==> src/rtl/clk_en_gen_pkg.sv <==
// Shared types and defaults for the fractional clock-enable generator.
// Channel config fields are sized to ACC_W_MAX; instances use the low ACC_W bits.
package clk_en_gen_pkg;

    localparam int DEF_NUM_CH      = 2;
    localparam int DEF_ACC_W       = 16;
    localparam int DEF_LOCK_CYCLES = 1024;
    localparam int ACC_W_MAX       = 32;

    typedef enum logic [1:0] {
        IDLE,
        LOAD,
        SETTLE,
        LOCKED
    } state_t;

    typedef struct packed {
        logic [ACC_W_MAX-1:0] mul;
        logic [ACC_W_MAX-1:0] div;
        logic [ACC_W_MAX-1:0] phase;
    } ch_cfg_t;

endpackage

==> src/rtl/clk_en_gen_if.sv <==
// Config request channel: valid/ready handshake plus a one-cycle reject flag.
// cfg_err returns one cycle after a rejected handshake.
interface clk_en_gen_if
    import clk_en_gen_pkg::*;
#(
    parameter int NUM_CH = DEF_NUM_CH,
    parameter int ACC_W  = DEF_ACC_W
);
    localparam int CH_W = (NUM_CH > 1) ? $clog2(NUM_CH) : 1;

    logic             cfg_valid;
    logic             cfg_ready;
    logic [CH_W-1:0]  cfg_ch;
    logic [ACC_W-1:0] cfg_mul;
    logic [ACC_W-1:0] cfg_div;
    logic [ACC_W-1:0] cfg_phase;
    logic             cfg_err;

    modport master (
        output cfg_valid, cfg_ch, cfg_mul, cfg_div, cfg_phase,
        input  cfg_ready, cfg_err
    );

    modport slave (
        input  cfg_valid, cfg_ch, cfg_mul, cfg_div, cfg_phase,
        output cfg_ready, cfg_err
    );

endinterface

==> src/rtl/clk_en_gen_ch.sv <==
// One fractional accumulator channel: pulse rate mul/div of refclk, pulse registered.
// A load replaces mul/div/acc at that edge and suppresses the pulse for one cycle.
module clk_en_gen_ch
    import clk_en_gen_pkg::*;
#(
    parameter int ACC_W = DEF_ACC_W
) (
    input  logic    refclk,
    input  logic    rst,
    input  logic    load,
    input  ch_cfg_t cfg,
    output logic    pulse
);

    logic [ACC_W-1:0] acc_q;
    logic [ACC_W-1:0] mul_q;
    logic [ACC_W-1:0] div_q;
    logic [ACC_W:0]   sum;

    assign sum = {1'b0, acc_q} + {1'b0, mul_q};

    always_ff @(posedge refclk) begin
        if (rst) begin
            acc_q <= '0;
            mul_q <= '0;
            div_q <= ACC_W'(1);
            pulse <= 1'b0;
        end else if (load) begin
            acc_q <= cfg.phase[ACC_W-1:0];
            mul_q <= cfg.mul[ACC_W-1:0];
            div_q <= cfg.div[ACC_W-1:0];
            pulse <= 1'b0;
        end else if (sum >= {1'b0, div_q}) begin
            acc_q <= ACC_W'(sum - {1'b0, div_q});
            pulse <= 1'b1;
        end else begin
            acc_q <= sum[ACC_W-1:0];
            pulse <= 1'b0;
        end
    end

    // Upper struct bits are zero-extension padding for narrow instances.
    if (ACC_W < ACC_W_MAX) begin : g_unused_hi
        logic unused_hi;
        assign unused_hi = ^{cfg.mul[ACC_W_MAX-1:ACC_W], cfg.div[ACC_W_MAX-1:ACC_W],
                             cfg.phase[ACC_W_MAX-1:ACC_W]};
    end

endmodule

==> src/rtl/clk_en_gen.sv <==
// NUM_CH fractional clock-enable channels with validated config and a settle/lock FSM.
// Optional CLKGEN_PHASE_EN loads and range-checks cfg_phase; cfg_ready drops only in LOAD.
module clk_en_gen
    import clk_en_gen_pkg::*;
#(
    parameter int NUM_CH      = DEF_NUM_CH,
    parameter int ACC_W       = DEF_ACC_W,
    parameter int LOCK_CYCLES = DEF_LOCK_CYCLES
) (
    input  logic              refclk,
    input  logic              rst,
    clk_en_gen_if.slave       cfg,
    input  logic [NUM_CH-1:0] ch_en,
    output logic [NUM_CH-1:0] outclk_en,
    output logic              locked
);

    localparam int CH_W  = (NUM_CH > 1) ? $clog2(NUM_CH) : 1;
    localparam int CNT_W = (LOCK_CYCLES > 1) ? $clog2(LOCK_CYCLES) : 1;
    localparam logic [CNT_W-1:0] CNT_LAST = CNT_W'(LOCK_CYCLES - 1);

    state_t           state_q, state_d;
    logic [CNT_W-1:0] cnt_q, cnt_d;
    logic             err_q;
    logic             ready;
    logic             hs;
    logic             bad;
    logic             ch_bad;
    logic             phase_bad;
    logic             accept;
    logic [ACC_W-1:0] load_phase;
    ch_cfg_t          load_cfg;
    logic [NUM_CH-1:0] pulse;

`ifdef CLKGEN_PHASE_EN
    assign load_phase = cfg.cfg_phase;
    assign phase_bad  = (cfg.cfg_phase >= cfg.cfg_div);
`else
    logic unused_phase;
    assign unused_phase = ^cfg.cfg_phase;
    assign load_phase   = '0;
    assign phase_bad    = 1'b0;
`endif

    assign ready  = (state_q != LOAD);
    assign hs     = cfg.cfg_valid && ready;
    assign ch_bad = ({1'b0, cfg.cfg_ch} >= (CH_W+1)'(NUM_CH));
    assign bad    = (cfg.cfg_div == '0) || (cfg.cfg_mul > cfg.cfg_div) || ch_bad || phase_bad;
    assign accept = hs && !bad;

    assign cfg.cfg_ready = ready;
    assign cfg.cfg_err   = err_q;
    assign locked        = (state_q == LOCKED);
    assign outclk_en     = pulse & ch_en;

    always_comb begin
        load_cfg       = '0;
        load_cfg.mul   = ACC_W_MAX'(cfg.cfg_mul);
        load_cfg.div   = ACC_W_MAX'(cfg.cfg_div);
        load_cfg.phase = ACC_W_MAX'(load_phase);
    end

    always_ff @(posedge refclk) begin
        if (rst) begin
            state_q <= IDLE;
            cnt_q   <= '0;
            err_q   <= 1'b0;
        end else begin
            state_q <= state_d;
            cnt_q   <= cnt_d;
            err_q   <= hs && bad;
        end
    end

    // Any accepted config restarts the settle window, even from LOCKED.
    always_comb begin
        state_d = state_q;
        cnt_d   = cnt_q;
        unique case (state_q)
            IDLE:    if (accept) state_d = LOAD;
            LOAD: begin
                state_d = SETTLE;
                cnt_d   = '0;
            end
            SETTLE: begin
                if (accept)                 state_d = LOAD;
                else if (cnt_q == CNT_LAST) state_d = LOCKED;
                else                        cnt_d   = cnt_q + 1'b1;
            end
            LOCKED:  if (accept) state_d = LOAD;
            default: state_d = IDLE;
        endcase
    end

    for (genvar i = 0; i < NUM_CH; i++) begin : g_ch
        clk_en_gen_ch #(
            .ACC_W (ACC_W)
        ) u_ch (
            .refclk (refclk),
            .rst    (rst),
            .load   (accept && (cfg.cfg_ch == CH_W'(i))),
            .cfg    (load_cfg),
            .pulse  (pulse[i])
        );
    end

endmodule
==> src/flat_wrapper.sv <==
// flat-port wrapper written by rule: the top's interface ports become plain ports
module clk_en_gen_flat import clk_en_gen_pkg::*;
#(
    parameter int NUM_CH      = DEF_NUM_CH,
    parameter int ACC_W       = DEF_ACC_W,
    parameter int LOCK_CYCLES = DEF_LOCK_CYCLES
)
  (refclk, rst, ch_en, outclk_en, locked, cfg_cfg_valid, cfg_cfg_ch, cfg_cfg_mul, cfg_cfg_div, cfg_cfg_phase, cfg_cfg_ready, cfg_cfg_err);
  clk_en_gen_if #(.NUM_CH(NUM_CH), .ACC_W(ACC_W)) cfg_i ();
  input  logic refclk;
  input  logic rst;
  input  logic [NUM_CH-1:0] ch_en;
  output logic [NUM_CH-1:0] outclk_en;
  output logic locked;
  input wire logic [$bits(cfg_i.cfg_valid)-1:0] cfg_cfg_valid;
  input wire logic [$bits(cfg_i.cfg_ch)-1:0] cfg_cfg_ch;
  input wire logic [$bits(cfg_i.cfg_mul)-1:0] cfg_cfg_mul;
  input wire logic [$bits(cfg_i.cfg_div)-1:0] cfg_cfg_div;
  input wire logic [$bits(cfg_i.cfg_phase)-1:0] cfg_cfg_phase;
  output wire logic [$bits(cfg_i.cfg_ready)-1:0] cfg_cfg_ready;
  output wire logic [$bits(cfg_i.cfg_err)-1:0] cfg_cfg_err;
  assign cfg_i.cfg_valid = cfg_cfg_valid;
  assign cfg_i.cfg_ch = cfg_cfg_ch;
  assign cfg_i.cfg_mul = cfg_cfg_mul;
  assign cfg_i.cfg_div = cfg_cfg_div;
  assign cfg_i.cfg_phase = cfg_cfg_phase;
  assign cfg_cfg_ready = cfg_i.cfg_ready;
  assign cfg_cfg_err = cfg_i.cfg_err;
  clk_en_gen #(.NUM_CH(NUM_CH), .ACC_W(ACC_W), .LOCK_CYCLES(LOCK_CYCLES)) u_core (.refclk(refclk), .rst(rst), .cfg(cfg_i), .ch_en(ch_en), .outclk_en(outclk_en), .locked(locked));
endmodule
==> config.mk <==
export PLATFORM = sky130hd
export DESIGN_NAME = clk_en_gen_flat
export DESIGN_NICKNAME = d
export VERILOG_FILES = /design/src/rtl/clk_en_gen_pkg.sv /design/src/rtl/clk_en_gen_if.sv /design/src/rtl/clk_en_gen_ch.sv /design/src/rtl/clk_en_gen.sv /design/src/flat_wrapper.sv
export SDC_FILE = /design/constraint.sdc
export NUM_CORES = 1
export LEC_CHECK = 0
export CORE_ASPECT_RATIO = 0.9
export CORE_MARGIN = 4
export CORE_UTILIZATION = 45
export DETAILED_ROUTE_END_ITERATION = 8
export SYNTH_ARGS = -nofsm -noshare
export SYNTH_HDL_FRONTEND = slang
export SYNTH_SLANG_ARGS = --single-unit
==> constraint.sdc <==
create_clock -name refclk -period 5.35 [get_ports refclk]
set_clock_uncertainty 0.1 [all_clocks]
set_input_delay 1.07 -clock refclk [delete_from_list [all_inputs] [get_ports refclk]]
set_output_delay 1.07 -clock refclk [all_outputs]
set_load 0.005 [all_outputs]
==> flow_summary.json <==
{
  "dieArea_um2": 19250,
  "grt_pass1_wl_um": 29220,
  "cts.clk_slew.worst_paths_ns": 0.07,
  "gp_congestion": 0.8935,
  "fin_area_um2": 8583,
  "via_count": 6296,
  "ctsHoldBuffers": 0,
  "p_comb_share_pct": 59.8,
  "fp.dieW_um": 145.8,
  "antenna_found_initial": 0,
  "power_mw": 4.344,
  "yosysWarnings": 0,
  "worst_slack_ns": 0.4073,
  "avgSynthCellArea_um2": 8.633,
  "ys.flop_type": "dfxtp_1",
  "die_h_um": 132.0,
  "outcome": "finished clean",
  "area.growth.synth_to_final_pct": 11.58,
  "leakage_nw": 3.588,
  "cap_violations": 0,
  "h-tree-depth": 3,
  "p_switching_mw": 1.802,
  "period_needed_ns": 4.943,
  "ir_worst_vdd_mv": 0.2589,
  "p_clk_share_pct": 16.7,
  "wl_per_cell_um": 15.69,
  "worstPathRequired_ns": 5.55,
  "dpl.hpwl_um": 13830,
  "preCtsSetupSlack_ns": 0.4680,
  "netlist-cell-type-count": 67,
  "p_int_mw": 2.542,
  "ys_ff_latch": 111,
  "grt_pass1_vias": 5876,
  "fp.coreArea_um2": 16830,
  "synth_top_area_cell": "dfxtp_1",
  "ctsResizeCount": 0,
  "synth_edf_count": 0,
  "finalMaxSlewViolations": 0,
  "cts.sinks": 111,
  "arrival_ns": 5.14,
  "tns_ns": 0,
  "swShare_pct": 41.48,
  "insertion_delay_ns": 0.36,
  "min_path_type": "reg -> reg",
  "place_area_um2": 8270,
  "synthTopCellsByArea": "dfxtp_1 29%, ha_1 14%, mux2i_1 11%",
  "numPortBuffers": 42,
  "cts-buffers-inserted": 9,
  "finalSetupViolCount": 0,
  "cts_root_buffer": "clkbuf_16",
  "fin_cells": 1137,
  "globalRouteOverflowTotal": 0,
  "postCtsSetupBuffers": 0,
  "layout_common_cells": "119 x nor2_1, 111 x dfxtp_1, 85 x ha_1",
  "clockBufferDepth": 2,
  "finalWirelength_um": 17840,
  "rows": 45,
  "finalNetCount": 1065,
  "p_per_area_nw_per_um2": 506.1,
  "worstSetupPathType": "reg -> reg",
  "synth_nets": 1034,
  "mostFrequentLayoutCell": "nor2_1",
  "synthArstFlopShare_pct": 0,
  "start_kind": "register",
  "cp_max_fo": 15,
  "synth_top_area_share_pct": 28.89,
  "fillers": 1624,
  "drive_above_1_share_pct": 4.212,
  "first_pass_iters": 5,
  "syn_area_um2": 7692,
  "rsz0062_at_grt": "no",
  "drc": 0,
  "track_usage_pct": 18.45,
  "worst_pin_slew_ns": 0.8837,
  "fmax_ghz": 0.2023,
  "layout_worst_path_cycle_share_pct": 92.39,
  "via_per_inst": 5.537,
  "antenna_cells": 0,
  "dp.cells": 1122,
  "yosysSeqAreaShare_pct": 28.89,
  "endpoint_kind": "register",
  "drtIter0Drc": 302,
  "syn_inst": 891,
  "cts_tree": "built",
  "grt_max_degree": 46,
  "hold_violations": 0,
  "start_util_pct": 45.69,
  "io_pins": 59,
  "seqPwrFrac_pct": 23.5,
  "max_slew_margin_pct": 41.09,
  "antenna_left": 0
}
[power groups by stage]
stage | logic [mW] | registers [mW] | clock network [mW]
floorplan | 2.12 | 1.02 | 0
global placement | 2.56 | 1.04 | 0
CTS | 2.59 | 1.02 | 0.753
finish | 2.60 | 1.02 | 0.726
global route | 2.90 | 1.04 | 0.788
detailed placement | 2.57 | 1.04 | 0
[synthesized netlist by cell type, types with 8 or more instances]
library cell / number
nor2_1: 119
dfxtp_1: 111
ha_1: 85
mux2i_1: 83
inv_1: 68
a21oi_1: 58
nand2_1: 33
xnor2_1: 32
o21ai_0: 24
a21o_1: 20
nand3_1: 19
nand4_1: 16
clkbuf_1: 15
nor3_1: 13
xor2_1: 13
o21a_1: 10
a211oi_1: 9
a311oi_1: 9
nand2b_1: 9
o21ai_1: 9
o21bai_1: 9
and3_1: 8
nor4_1: 8
o31ai_1: 8
[state kept, by name, summed over array words and instances (netlist names)]
name and cells:
u_core.g_ch.u_ch.acc_q 32, u_core.g_ch.u_ch.div_q 32, u_core.g_ch.u_ch.mul_q 32, u_core.cnt_q 10, u_core.g_ch.u_ch.pulse 2, u_core.state_q 2, u_core.cfg.cfg_err 1
[per-layer routing]
| layer | vias to the layer above | wire length, um | global-route usage (%) |
|---|---|---|---|
| met5 | - | 0 | 0 |
| met4 | 0 | 208 | 3.534 |
| met3 | 12 | 789 | 4.091 |
| met2 | 106 | 7598 | 28.11 |
| met1 | 2922 | 9240 | 26.96 |
| li1 | 3256 | - | - |
[critical path, stage by stage, from the launching register on]
cell      delay, ns
dfxtp_1        0.30
ha_1           0.23
fa_1           0.44
a211oi_1       0.33
o21ai_1        0.21
a31oi_1        0.30
o21bai_1       0.10
a21oi_1        0.18
xnor2_1        0.17
ha_1           0.32
a21o_1         0.20
a21o_1         0.18
a21o_1         0.18
a21o_1         0.17
a221o_1        0.41
a211o_1        0.59
nor3_2         0.29
a22o_1         0.17
[per-stage QoR]
step | hold WS (ns) | utilization, %
finish | 0.3954 | 50.98
global route | 0.4310 | 50.98
CTS | 0.3954 | 50.98
detailed placement | 0.3811 | 49.13
global placement | 0.3748 | 49.13
floorplan | 0.3505 | -
[final cells by class]
class / instances / area, um2 / share of cell area [%]
timing repair buffer: 51 / 483.0 / 5.627
clock inverter: 4 / 70.07 / 0.8163
sequential: 111 / 2222 / 25.89
clock buffer: 11 / 242.7 / 2.828
tap: 211 / 264.0 / 3.076
inverter: 69 / 259.0 / 3.017
multi-input combinational: 680 / 5042 / 58.75
[path summary, 6_finish.rpt]
path	start	end	slack [ns]	depth (start not counted)
setup / recovery	u_core.g_ch[1].u_ch.acc_q[0]	u_core.g_ch[1].u_ch.acc_q[10]	0.41	17
hold / removal	u_core.g_ch[1].u_ch.div_q[8]	u_core.g_ch[1].u_ch.div_q[8]	0.40	2
setup reg to reg	u_core.g_ch[1].u_ch.acc_q[0]	u_core.g_ch[1].u_ch.acc_q[10]	0.41	17
hold reg to reg	u_core.g_ch[1].u_ch.div_q[8]	u_core.g_ch[1].u_ch.div_q[8]	0.40	2
[kinds of logic after synthesis]
group | synth area share [%]
and+or+nand+nor | 16.48
muxes | 10.80
xor gates and xnor gates | 5.124
adders and majority gates | 14.87
buffers and inverters | 5.611
AOI/OAI and AO/OA | 18.23
DFF | 28.89
Power figures use the tool's default switching activity.
